`config.mk`:
```
export PLATFORM = sky130hd
export DESIGN_NAME = tetris_input
export DESIGN_NICKNAME = d
export VERILOG_FILES = /design/src/rtl/tetris_pkg.sv /design/src/rtl/tetris_input_debounce.sv /design/src/rtl/tetris_input.sv
export SDC_FILE = /design/constraint.sdc
export NUM_CORES = 1
export LEC_CHECK = 0
export ABC_CLOCK_PERIOD_IN_PS = 3100
export BUFFER_PORTS_ARGS = -buffer_cell sky130_fd_sc_hd__buf_2
export CAP_MARGIN = 5
export CORE_UTILIZATION = 25
export DETAILED_ROUTE_END_ITERATION = 12
export GPL_ROUTABILITY_DRIVEN = 0
export PLACE_DENSITY_LB_ADDON = 0.05
export RECOVER_POWER = 100
export SYNTH_ARGS = -nofsm -noshare
export SYNTH_HDL_FRONTEND = slang
export SYNTH_SLANG_ARGS = --single-unit
```
`constraint.sdc`:
```
create_clock -name clk -period 3.1 [get_ports clk]
set_input_delay 0.93 -clock clk [delete_from_list [all_inputs] [get_ports clk]]
set_output_delay 0.93 -clock clk [all_outputs]
set_load 0.01 [all_outputs]
```
`src/rtl/tetris_pkg.sv`:
```
// Event codes shared between the tetris engine and its input front end,
// plus the fixed-priority pick used to drain the pending-event mask.
package tetris_pkg;

  typedef enum logic [3:0] {
    NOEVENT    = 4'd0,
    LEFT       = 4'd1,
    RIGHT      = 4'd2,
    DOWN       = 4'd3,
    DROP       = 4'd4,
    HOLD       = 4'd5,
    ROTATE     = 4'd6,
    ROTATE_REV = 4'd7,
    BAR        = 4'd8
  } control_type;

  localparam int NUM_EVT    = 9;
  localparam int FIFO_DEPTH = 4;

  typedef logic [NUM_EVT-1:0] evt_mask_t;

  // Lowest numbered set event wins; bit 0 (NOEVENT) is never requested.
  function automatic control_type lowest_event(input evt_mask_t m);
    control_type t;
    t = NOEVENT;
    for (int k = NUM_EVT - 1; k >= 1; k--) begin
      if (m[k]) t = control_type'(k[3:0]);
    end
    return t;
  endfunction

endpackage

```
`src/rtl/tetris_input_debounce.sv`:
```
// Single-input debouncer: a raw level is accepted once it has been sampled
// unchanged for CYC consecutive cycles; rise/fall pulse on the accepting edge.
module input_debounce #(
  parameter int CYC = 1_000_000
) (
  input  logic clk,
  input  logic reset,
  input  logic i_raw,
  output logic o_level,
  output logic o_rise,
  output logic o_fall
);

  localparam int CW = (CYC > 1) ? $clog2(CYC) : 1;
  localparam logic [CW-1:0] CNT_MAX = CW'(CYC - 1);

  logic          r_last;
  logic [CW-1:0] r_cnt;
  logic          r_level;
  logic          w_accept;

  assign w_accept = (r_cnt == CNT_MAX) && (r_last != r_level);

  // Reset adopts the raw level so nothing is reported when reset releases.
  always_ff @(posedge clk) begin
    if (reset) begin
      r_last  <= i_raw;
      r_cnt   <= '0;
      r_level <= i_raw;
    end else begin
      r_last <= i_raw;
      if (i_raw != r_last) begin
        r_cnt <= '0;
      end else if (r_cnt != CNT_MAX) begin
        r_cnt <= r_cnt + CW'(1);
      end
      if (w_accept) r_level <= r_last;
    end
  end

  assign o_level = r_level;
  assign o_rise  = w_accept & r_last;
  assign o_fall  = w_accept & ~r_last;

endmodule

```
`src/rtl/tetris_input.sv`:
```
// Command source for the tetris engine: debounced buttons, auto-repeat and gravity feed a
// coalescing pending mask, a 4-deep event FIFO and a ready-paced one-cycle ctrl pulse.
module tetris_input
  import tetris_pkg::*;
#(
  parameter int DEBOUNCE_CYC = 1_000_000,
  parameter int GRAVITY_CYC  = 50_000_000,
  parameter int REPEAT_DLY   = 25_000_000,
  parameter int REPEAT_PER   = 5_000_000,
  parameter int STALL_LIMIT  = 1024
) (
  input  logic       clk,
  input  logic       reset,
  input  logic [3:0] btn,
  input  logic [1:0] sw,
  input  logic       ready,
  output logic [3:0] ctrl,
  output logic [2:0] q_level
);

  localparam int RW = (REPEAT_DLY > 1) ? $clog2(REPEAT_DLY) : 1;
  localparam int GW = (GRAVITY_CYC > 1) ? $clog2(GRAVITY_CYC) : 1;
  localparam int SW = (STALL_LIMIT > 1) ? $clog2(STALL_LIMIT) : 1;

  localparam logic [RW-1:0] RPT_FIRE   = RW'(REPEAT_DLY - 1);
  localparam logic [RW-1:0] RPT_RELOAD = RW'(REPEAT_DLY - REPEAT_PER);
  localparam logic [GW-1:0] GRAV_MAX   = GW'(GRAVITY_CYC - 1);
  localparam logic [SW-1:0] STALL_MAX  = SW'(STALL_LIMIT - 1);
  localparam logic [2:0]    FIFO_FULL  = 3'(FIFO_DEPTH);

  // Raw inputs: [3:0] buttons, [4] HOLD switch, [5] gravity enable.
  logic [5:0] w_raw;
  logic [5:0] w_level;
  logic [5:0] w_rise;
  logic [5:0] w_fall;

  assign w_raw = {sw, btn};

  for (genvar gi = 0; gi < 6; gi++) begin : g_db
    input_debounce #(
      .CYC (DEBOUNCE_CYC)
    ) u_db (
      .clk     (clk),
      .reset   (reset),
      .i_raw   (w_raw[gi]),
      .o_level (w_level[gi]),
      .o_rise  (w_rise[gi]),
      .o_fall  (w_fall[gi])
    );
  end

  logic w_unused_ok;
  assign w_unused_ok = ^{w_fall[3:0], w_fall[5], w_rise[5], w_level[4:2]};

  // Auto-repeat for LEFT/RIGHT: first fire after REPEAT_DLY held cycles, then
  // reload so the next fire lands REPEAT_PER cycles later.
  logic [1:0] w_rpt_fire;

  for (genvar gr = 0; gr < 2; gr++) begin : g_rpt
    logic [RW-1:0] r_rpt;

    assign w_rpt_fire[gr] = w_level[gr] && (r_rpt == RPT_FIRE);

    always_ff @(posedge clk) begin
      if (reset || !w_level[gr]) begin
        r_rpt <= '0;
      end else if (w_rpt_fire[gr]) begin
        r_rpt <= RPT_RELOAD;
      end else begin
        r_rpt <= r_rpt + RW'(1);
      end
    end
  end

  logic [GW-1:0] r_grav;
  logic          w_grav_fire;

  assign w_grav_fire = w_level[5] && (r_grav == GRAV_MAX);

  always_ff @(posedge clk) begin
    if (reset || !w_level[5] || w_grav_fire) begin
      r_grav <= '0;
    end else begin
      r_grav <= r_grav + GW'(1);
    end
  end

  evt_mask_t   r_pend;
  evt_mask_t   w_set;
  evt_mask_t   w_push_clr;
  control_type w_push_type;
  logic        w_push;
  logic        w_pop;

  control_type r_mem [FIFO_DEPTH];
  logic [1:0]  r_wptr;
  logic [1:0]  r_rptr;
  logic [2:0]  r_count;

  control_type r_ctrl;
  logic        r_holdoff;
  logic [SW-1:0] r_stall;
  logic        w_issue;

  always_comb begin
    w_set               = '0;
    w_set[int'(LEFT)]   = w_rise[0] | w_rpt_fire[0];
    w_set[int'(RIGHT)]  = w_rise[1] | w_rpt_fire[1];
    w_set[int'(ROTATE)] = w_rise[2];
    w_set[int'(DROP)]   = w_rise[3];
    w_set[int'(HOLD)]   = w_rise[4] | w_fall[4];
    w_set[int'(DOWN)]   = w_grav_fire;
  end

  always_comb begin
    w_push_type = lowest_event(r_pend);
    w_push      = (w_push_type != NOEVENT) && (r_count != FIFO_FULL);
    w_push_clr  = '0;
    if (w_push) w_push_clr[w_push_type] = 1'b1;
  end

  // A request arriving for the type being pushed this cycle stays pending.
  always_ff @(posedge clk) begin
    if (reset) begin
      r_pend <= '0;
    end else begin
      r_pend <= (r_pend & ~w_push_clr) | w_set;
    end
  end

  // Forced issue after a long ready-low stall lets a keypress start the engine.
  assign w_issue = (r_count != 3'd0) && (r_ctrl == NOEVENT) &&
                   ((!r_holdoff && ready) || (r_stall == STALL_MAX));
  assign w_pop   = w_issue;

  always_ff @(posedge clk) begin
    if (w_push) r_mem[r_wptr] <= w_push_type;
  end

  always_ff @(posedge clk) begin
    if (reset) begin
      r_wptr  <= '0;
      r_rptr  <= '0;
      r_count <= '0;
    end else begin
      if (w_push) r_wptr <= r_wptr + 2'd1;
      if (w_pop)  r_rptr <= r_rptr + 2'd1;
      r_count <= r_count + {2'b00, w_push} - {2'b00, w_pop};
    end
  end

  always_ff @(posedge clk) begin
    if (reset) begin
      r_ctrl    <= NOEVENT;
      r_holdoff <= 1'b0;
      r_stall   <= '0;
    end else begin
      r_ctrl <= w_issue ? r_mem[r_rptr] : NOEVENT;

      if (w_issue) begin
        r_holdoff <= 1'b1;
      end else if (!ready) begin
        r_holdoff <= 1'b0;
      end

      if (w_issue || ready) begin
        r_stall <= '0;
      end else if ((r_count != 3'd0) && (r_stall != STALL_MAX)) begin
        r_stall <= r_stall + SW'(1);
      end
    end
  end

  assign ctrl    = r_ctrl;
  assign q_level = r_count;

endmodule

```
Word-level counts from Yosys, hierarchy flattened
Memory sizes are Yosys's and may differ from the RTL's. A register that Yosys moved wholly into a read port is not among the register bits.
Cells that the tools add are included.

word-level totals
  register bits after elaboration = 235
  latch bits = 0
  bits in writable memories = 16
  memory bits (read-only) = 0
  input port bits = 9
  output and inout port bits = 7
  logic and storage cells = 164
  memories kept = 1

cells by class
  add/sub/neg operators = 14
  multiply operators = 0
  divide/modulo/power cells = 0
  order comparisons = 2
  equality and inequality tests = 31
  shift operators = 0
  multiplexer cells = 29
  bitwise logic cells = 14
  reduce and logical (&&, ||, !) cells = 44

memory list
  memory  words  bits a word  rd ports  clocked after memory_dff  write ports  RTL line            source
  r_mem   4      4            1         1                         1            tetris_input.sv:95  control_type r_mem [FIFO_DEPTH];

operator list
  kind                                                count
  adder 20 x 1 -> 20 bit, second input constant       6
  equality test 20 bit, second input constant         6
  != test 20 bit, second input constant               6
  adder 25 x 1 -> 25 bit, second input constant       2
  equality test 25 bit, second input constant         2
  two-way mux 25 bit                                  2
  two-way mux 4 bit                                   8
  adder 26 x 1 -> 26 bit, second input constant       1
  equality test 26 bit, second input constant         1
  OR reduction 2 bit                                  10
  two-way mux 1 bit                                   17
  logical AND 1 bit                                   15
  != test 1 bit                                       12
  nonzero test 2 bit                                  6
  adder 10 x 1 -> 10 bit, second input constant       1
  equality test 10 bit, second input constant         1
  != test 10 bit, second input constant               1
  AND 9 bit                                           1
  two-way mux 9 bit                                   1
  NOT 9 bit                                           1
  OR 9 x 7 -> 9 bit                                   1
  AND 1 bit                                           6
  logical OR 1 bit                                    6
  < comparator 4 x 5 -> 1 bit, second input constant  1
  other kinds (13)                                    20

Depth between registers and ports, before layout
Gate-level depths: netlist of run 1.

  word-level depth = 16
  mapped depth = 11
  gate-level depth less buffers = 11

Modules after synthesis
A second synthesis of run 1 with hierarchy kept.

second synthesis, totals
  cell total of the unflattened synthesis = 1274
  area total of the unflattened synthesis = 11821.3 um2

modules (own cells, without submodules)
  module          instances  cells each  area each (um2)
  input_debounce  6          113         1042.2
  tetris_input    1          596         5567.8

Worst setup path before layout of run 1
OpenSTA, ideal clock, no wires.

  kind = input port to flip-flop
  start point = input ready
  end point = register r_count[2] (netlist: q_level[2])
  arrival time = 2460 ps
  path slack = 512 ps
  cell stages on the path = 10
  cells stage by stage = inv_1 -> o32a_1 -> nor2_1 -> ha_1 -> inv_1 -> ha_1 -> fa_1 -> xnor2_1 -> xnor2_1 -> nor2_1

on the way
  cells in the longest elaborated chain, start to end = 4

RTL lines
  what                       RTL line             source
  start: declaration         tetris_input.sv:16   input logic ready,
  logical AND 1 bit          tetris_input.sv:133  ((!r_holdoff && ready) || (r_stall == STALL_MAX));
  logical OR 1 bit           tetris_input.sv:133
  logical AND 1 bit          tetris_input.sv:132  assign w_issue = (r_count != 3'd0) && (r_ctrl == NOEVENT) &&
  via w_issue                tetris_input.sv:103  logic w_issue;
  subtractor 3 x 1 -> 3 bit  tetris_input.sv:148  r_count <= r_count + {2'b00, w_push} - {2'b00, w_pop};
  end signal: assignment     tetris_input.sv:148
  end: declaration           tetris_input.sv:98   logic [2:0] r_count;

The timed path passes the listed nets, and every way through them passes these cells.
A chain may end at the register's enable or synchronous reset.

Final worst setup path of run 1
  start point = register r_pend[1]
  end point = register r_count[2] (netlist: q_level[2])

on the way
  cells in the longest elaborated chain, start to end = 5

RTL lines
  what                       RTL line             source
  start: declaration         tetris_input.sv:88   evt_mask_t r_pend;
  start signal: assignment   tetris_input.sv:127  r_pend <= (r_pend & ~w_push_clr) | w_set;
  two-way mux 4 bit          tetris_pkg.sv:27     if (m[k]) t = control_type'(k[3:0]);
  nonzero test 4 bit         tetris_input.sv:117  w_push = (w_push_type != NOEVENT) && (r_count != FIFO_FULL);
  logical AND 1 bit          tetris_input.sv:117
  adder 3 x 1 -> 3 bit       tetris_input.sv:148
  subtractor 3 x 1 -> 3 bit  tetris_input.sv:148

No other way between the ends.

==> impl_metrics.toml, run 1 <==
[clock_network]
post_cts_buffers = 0
cts_sinks = 254
cts_hold_buf = 0
clockRootBuffer = "clkbuf_16"
cts_buffers = 35
clock_path_buffers = 3
post_cts_resize_count = 0
clk_pin_slew_ns = 0.06
cts_tree = "yes"
h-tree-depth = 2
clkLatencyLatePin_ns = 0.54

[sta]
setup_viol = 0
rsz0062_at_grt = "no"
hold_viol_final = 0
skew_ns = 0.0210
min_period_ns = 2.55
fmax_ghz = 0.391
tns_ns = 0
layout_setup_ws_ns = 0.545
worst_pin_slew_ns = 1.20
timing.final.crit_share_pct = 82.4
slew_headroom_pct = 19.8
final-max-slew-violation-count = 0

[die]
die_h_um = 221
core_area_mm2 = 0.0470
die_w_um = 221
io_pins = 16
die-area_mm2 = 0.0488
start_util_pct = 25.5
fp-row-count = 79

[global_route]
met2_usage_pct = 19.2
met3_usage_pct = 3.32
track_usage_pct = 12.1
grt_max_degree = 35
grt_busiest_layer = "met2"
grt_pass1_vias = 9466
use_met1_pct = 16.0
grt_first_pass_wirelength_mm = 49.2
antenna_found_initial = 0
gr-total-overflow = 0

[drt]
first_pass_iters = 4
ant_nets = 0
drtIter0Drc = 394
vias = 9681
route.detailed.drc = 0
via_per_inst = 4.86
routed_wl_mm = 29.1
wire_per_inst_um = 14.6

[synthesis]
synth_compound_area_share_pct = 12.1
synth_ff_type = "dfxtp_1"
postSynthAreaPerCell_um2 = 8.95
synth_xor_area_share_pct = 7.23
synthCells = 1340
ys_seq_area_share_pct = 44.2
synthMuxAreaShare_pct = 2.00
synthSimpleGateAreaFrac_pct = 30.1
ys_async_sr_fraction_pct = 0
yosys.area_share.adder_pct = 1.84
yosysWarnings = 0
synth_top_family_by_area = "simple AND/OR/NAND/NOR gates"
synth_edf_count = 22
netlist_area_mm2 = 0.0120
synth.distinct_cells = 60
syn_nets = 1366
synth_seq_cells = 254

[layout]
antenna_cells = 0
fillers = 4921
layout_common_cells = "232 x dfxtp_1, 103 x nor2_1, 95 x nand2_1, 95 x a21oi_1, 77 x nand3_1"
areaGrowthSynthToFinish_pct = 15.5
drive_gt1_share_pct = 6.50
nets = 1386
layout_commonest_cell = "dfxtp_1"

[status]
status = "complete, no violations"

[worst_setup_path]
arrival_ns = 2.98
cp.required_ns = 3.53
critPathKind = "reg2reg"
critPathLaunchType = "register"
crit_fanout = 8
endpoint_kind = "register"

[power_and_ir_drop]
vdd_drop_max_uv = 333
p_per_area_mw_per_mm2 = 578
p_leak_uw = 0.00434

[hold_path]
hold_class = "reg2reg"

[placed_design]
portBuffers = 15
post-place-ws_ns = 0.366
dp_hpwl_mm = 19.7

[flow_run]
max_cap_viol_count = 0
==> worst max-delay path: stages (launching register included) <==
cell and delay, ns:
dfxtp_1 0.48, nor3_1 0.17, a31oi_1 0.18, clkbuf_1 0.29
inv_1 0.08, ha_1 0.28, inv_1 0.04, ha_1 0.18
fa_1 0.38, xnor2_1 0.18, xnor2_1 0.13, nor2_1 0.05
==> synth_stat cells, types with 32 or more instances <==
| cell type | n | share of area [%] |
|---|---|---|
| dfxtp_1 | 232 | 39 |
| nor2_1 | 103 | 3.2 |
| a21oi_1 | 95 | 4.0 |
| nand2_1 | 95 | 3.0 |
| nand3_1 | 76 | 3.2 |
| o21ai_0 | 67 | 2.8 |
| nand4_1 | 51 | 2.7 |
| xnor2_1 | 51 | 3.7 |
| xor2_1 | 48 | 3.5 |
| or3_1 | 43 | 2.2 |
| clkbuf_1 | 40 | 1.3 |
| and3_1 | 39 | 2.0 |
| or4_1 | 36 | 2.3 |
| nor3_1 | 34 | 1.4 |
| o31ai_1 | 32 | 2.0 |
==> stage by stage <==
| stage | hold slack [ns] | cells | util (%) | total power (µW) | area (µm²) |
|---|---|---|---|---|---|
| floorplan | 0.426 | 1340 | - | 3880 | 12000 |
| global placement | 0.448 | 1930 | 27.2 | 4090 | 12800 |
| detailed placement | 0.452 | 1930 | 27.2 | 4080 | 12800 |
| CTS | 0.465 | 1991 | 29.7 | 8240 | 13900 |
| global route | 0.476 | 1991 | 29.5 | 8420 | 13900 |
| finish | 0.460 | 1991 | 29.5 | 8010 | 13900 |
==> sequential cells by signal (all words and copies together), names as in the netlist, 2 cells and up <==
name               flops
q_level                3
g_rpt.r_rpt           50
g_db.u_db.r_cnt      120
r_rptr                 2
r_wptr                 2
ctrl                   4
g_db.u_db.r_last       6
r_stall               10
r_mem                 16
g_db.u_db.o_level      6
r_pend                 8
r_grav                26
==> where the power goes <==
part	internal [µW]	total (µW)	switching [µW]
logic	207	517	311
registers	3380	3460	85.5
clock network	2490	4030	1540
total	6080	8010	1930
==> path summary, 6_finish.rpt <==
path                      to  slack [ns]  depth (start not counted)      start
hold / removal     r_grav[0]        0.46                          1  r_grav[0]
setup reg to reg  q_level[2]        0.55                         11  r_pend[1]
setup / recovery  q_level[2]        0.55                         11  r_pend[1]
hold reg to reg    r_grav[0]        0.46                          1  r_grav[0]
==> routing by layer <==
layer / vias to the layer above / routed length [µm]
met5: - / 0
met4: 0 / 560
met3: 37 / 1200
met2: 78 / 12800
met1: 4564 / 14600
li1: 5002 / -
==> logic make-up (layout without fill, tap and decap cells) <==
kind of cell | count (synthesis) | count (layout)
adders and majority gates | 17 | 17
AOI/OAI and AO/OA | 245 | 245
buffers and inverters | 77 | 121
xor gates and xnor gates | 99 | 99
and+or+nand+nor | 630 | 630
DFF | 254 | 254
muxes | 18 | 18
==> final cells by class <==
| class | count | area [µm²] | share of cell area, % |
|---|---|---|---|
| Clock inverter | 14 | 150 | 1.08 |
| Tap cell | 607 | 759 | 5.48 |
| Sequential cell | 254 | 5310 | 38.3 |
| Inverter | 30 | 113 | 0.813 |
| Timing Repair Buffer | 30 | 150 | 1.08 |
| Clock buffer | 47 | 993 | 7.17 |
| Multi-Input combinational cell | 1009 | 6390 | 46.1 |
Power figures use the tool's default switching activity.
==> run 2, diff against run 1 <==
--- a/config.mk
+++ b/config.mk
@@ -5,7 +5,7 @@
 export SDC_FILE = /design/constraint.sdc
 export NUM_CORES = 1
 export LEC_CHECK = 0
-export ABC_CLOCK_PERIOD_IN_PS = 3100
+export ABC_CLOCK_PERIOD_IN_PS = 2100
 export BUFFER_PORTS_ARGS = -buffer_cell sky130_fd_sc_hd__buf_2
 export CAP_MARGIN = 5
 export CORE_UTILIZATION = 25
==> constraint.sdc (replaced) <==
create_clock -name clk -period 2.1 [get_ports clk]
set_input_delay 0.63 -clock clk [delete_from_list [all_inputs] [get_ports clk]]
set_output_delay 0.63 -clock clk [all_outputs]
set_load 0.01 [all_outputs]
==> impl_metrics.toml, run 2 (same netlist as run 1, synthesis figures left out) <==
[status]
status = "complete, but fails checks"
failed_checks = "negative setup slack"

[drt]
vias = 10100
drtIter0Drc = 480
route.detailed.drc = 0
via_per_inst = 4.81
ant_nets = 0
routed_wl_mm = 30.0
wire_per_inst_um = 14.3
first_pass_iters = 4

[die]
io_pins = 16
start_util_pct = 25.5
fp-row-count = 79
core_area_mm2 = 0.0470
die_h_um = 221
die_w_um = 221
die-area_mm2 = 0.0488

[placed_design]
dp_hpwl_mm = 21.2
portBuffers = 15
placed_cells = 2037

[clock_network]
clk_pin_slew_ns = 0.05
cts_buffers = 35
clkLatencyLatePin_ns = 0.54
clock_path_buffers = 3
cts_sinks = 254
clockRootBuffer = "clkbuf_16"
h-tree-depth = 2
cts_hold_buf = 0
cts_tree = "yes"

[sta]
worst_pin_slew_ns = 0.696
hold_viol_final = 0
setup_viol = 2
skew_ns = 0.0286
slew_headroom_pct = 53.6
layout_setup_ws_ns = -0.0499
fmax_ghz = 0.465
tns_ns = -0.0856
timing.final.crit_share_pct = 102
final-max-slew-violation-count = 0
rsz0062_at_grt = "yes"
min_period_ns = 2.15

[layout]
antenna_cells = 0
layout_commonest_cell = "dfxtp_1"
nets = 1499
fin_util_pct = 31.3
areaGrowthSynthToFinish_pct = 22.6
drive_gt1_share_pct = 14.1
top_register = "g_db.u_db.r_cnt"
layout_common_cells = "227 x dfxtp_1, 103 x buf_4, 102 x nor2_1"
largest_reg_flops = 120
instances_no_fill = 2104
reg_top3 = "g_db.u_db.r_cnt x120, g_rpt.r_rpt x50, r_grav x26"

[power_and_ir_drop]
switching_power_uw = 2940
p_leak_uw = 0.00485
vdd_drop_max_uv = 385
pwr-share-seq_pct = 42.4
p_per_area_mw_per_mm2 = 818
switching_share_pct = 24.4
cell_internal_pwr_uw = 9090
clkPwrFrac_pct = 48.3
p_comb_share_pct = 9.3

[flow_run]
max_cap_viol_count = 0

[hold_path]
hold_depth = 1
hold_class = "in2reg"

[worst_setup_path]
r2r.worst_path.cells = 10
cp.required_ns = 2.52
endpoint_kind = "register"
crit_fanout = 3
critPathLaunchType = "register"
r2r_slack_ns = -0.05
arrival_ns = 2.57
critPathKind = "reg2reg"

[global_route]
grt_first_pass_wirelength_mm = 50.9
gr-total-overflow = 0
track_usage_pct = 12.5
grt_pass1_vias = 9798
grt_max_degree = 27
antenna_found_initial = 2
run 2: changes by cell type in the layout (fill, tap and decap cells not counted), moves of 2 or more:
cell / delta
or2_2: +5
dfxtp_1: -5
dfxtp_2: +5
buf_2: +3
buf_4: +98
or2_0: -5
ha_1: -2
clkbuf_1: +12
run 2: worst paths after layout:
| path | endpoint | from |
|---|---|---|
| worst min-delay path | g_db[0].u_db.r_last | btn[0] |
| worst max register to register | q_level[2] | q_level[2] |
| worst max-delay path | q_level[2] | q_level[2] |
| worst min register to register | r_grav[0] | r_grav[0] |
run 2: through the flow:
stage	worst slack (ns)	total power (µW)	instance area, µm²	hold WS [ns]
after floorplan	-0.155	5820	12100	0.426
after global placement	-0.272	6280	13600	0.444
after detailed placement	-0.269	6270	13600	0.450
after CTS	-0.0730	12400	14800	0.187
after global routing	-0.225	12600	14700	0.236
final	-0.0499	12000	14700	0.261
run 2: worst max-delay path: stages, from the launching register on:
cell	delay, ns
dfxtp_2	0.32
or3_1	0.42
nand2_2	0.10
nor2_2	0.05
ha_1	0.26
inv_1	0.04
ha_2	0.17
fa_2	0.37
xnor2_2	0.14
xnor2_1	0.13
nor2_1	0.05
run 2: layout make-up:
type                    instances  area, µm²
fillers                      4909      32300
multi-input cells            1009       6440
flip-flops and latches        254       5310
clock buffers                  48        986
repair buffers                143        965
well taps                     607        759
clock inverters                13        129
inverters                      30        113
run 2: repair_timing:
| action | 4_1_cts | 5_1_grt |
|---|---|---|
| setup buffers | 8 | 1 |
| resized for setup | 6 | 2 |
| endpoints found under the hold margin | 0 | 0 |
| pin swaps | 6 | 0 |
| setup endpoints to repair | 2 | 4 |
run 2: power groups by stage:
stage | registers [µW] | logic (µW) | clock network [µW]
floorplan | 5190 | 630 | 0
global placement | 5200 | 1080 | 0
detailed placement | 5200 | 1070 | 0
CTS | 5110 | 1170 | 6090
global route | 5120 | 1260 | 6270
finish | 5100 | 1120 | 5810
run 2: routing by layer:
| metal | track usage [%] | wire length, µm |
|---|---|---|
| met1 | 17.4 | 15300 |
| met2 | 19.2 | 13100 |
| met3 | 2.46 | 976 |
| met4 | 4.44 | 670 |
| met5 | 0 | 13 |
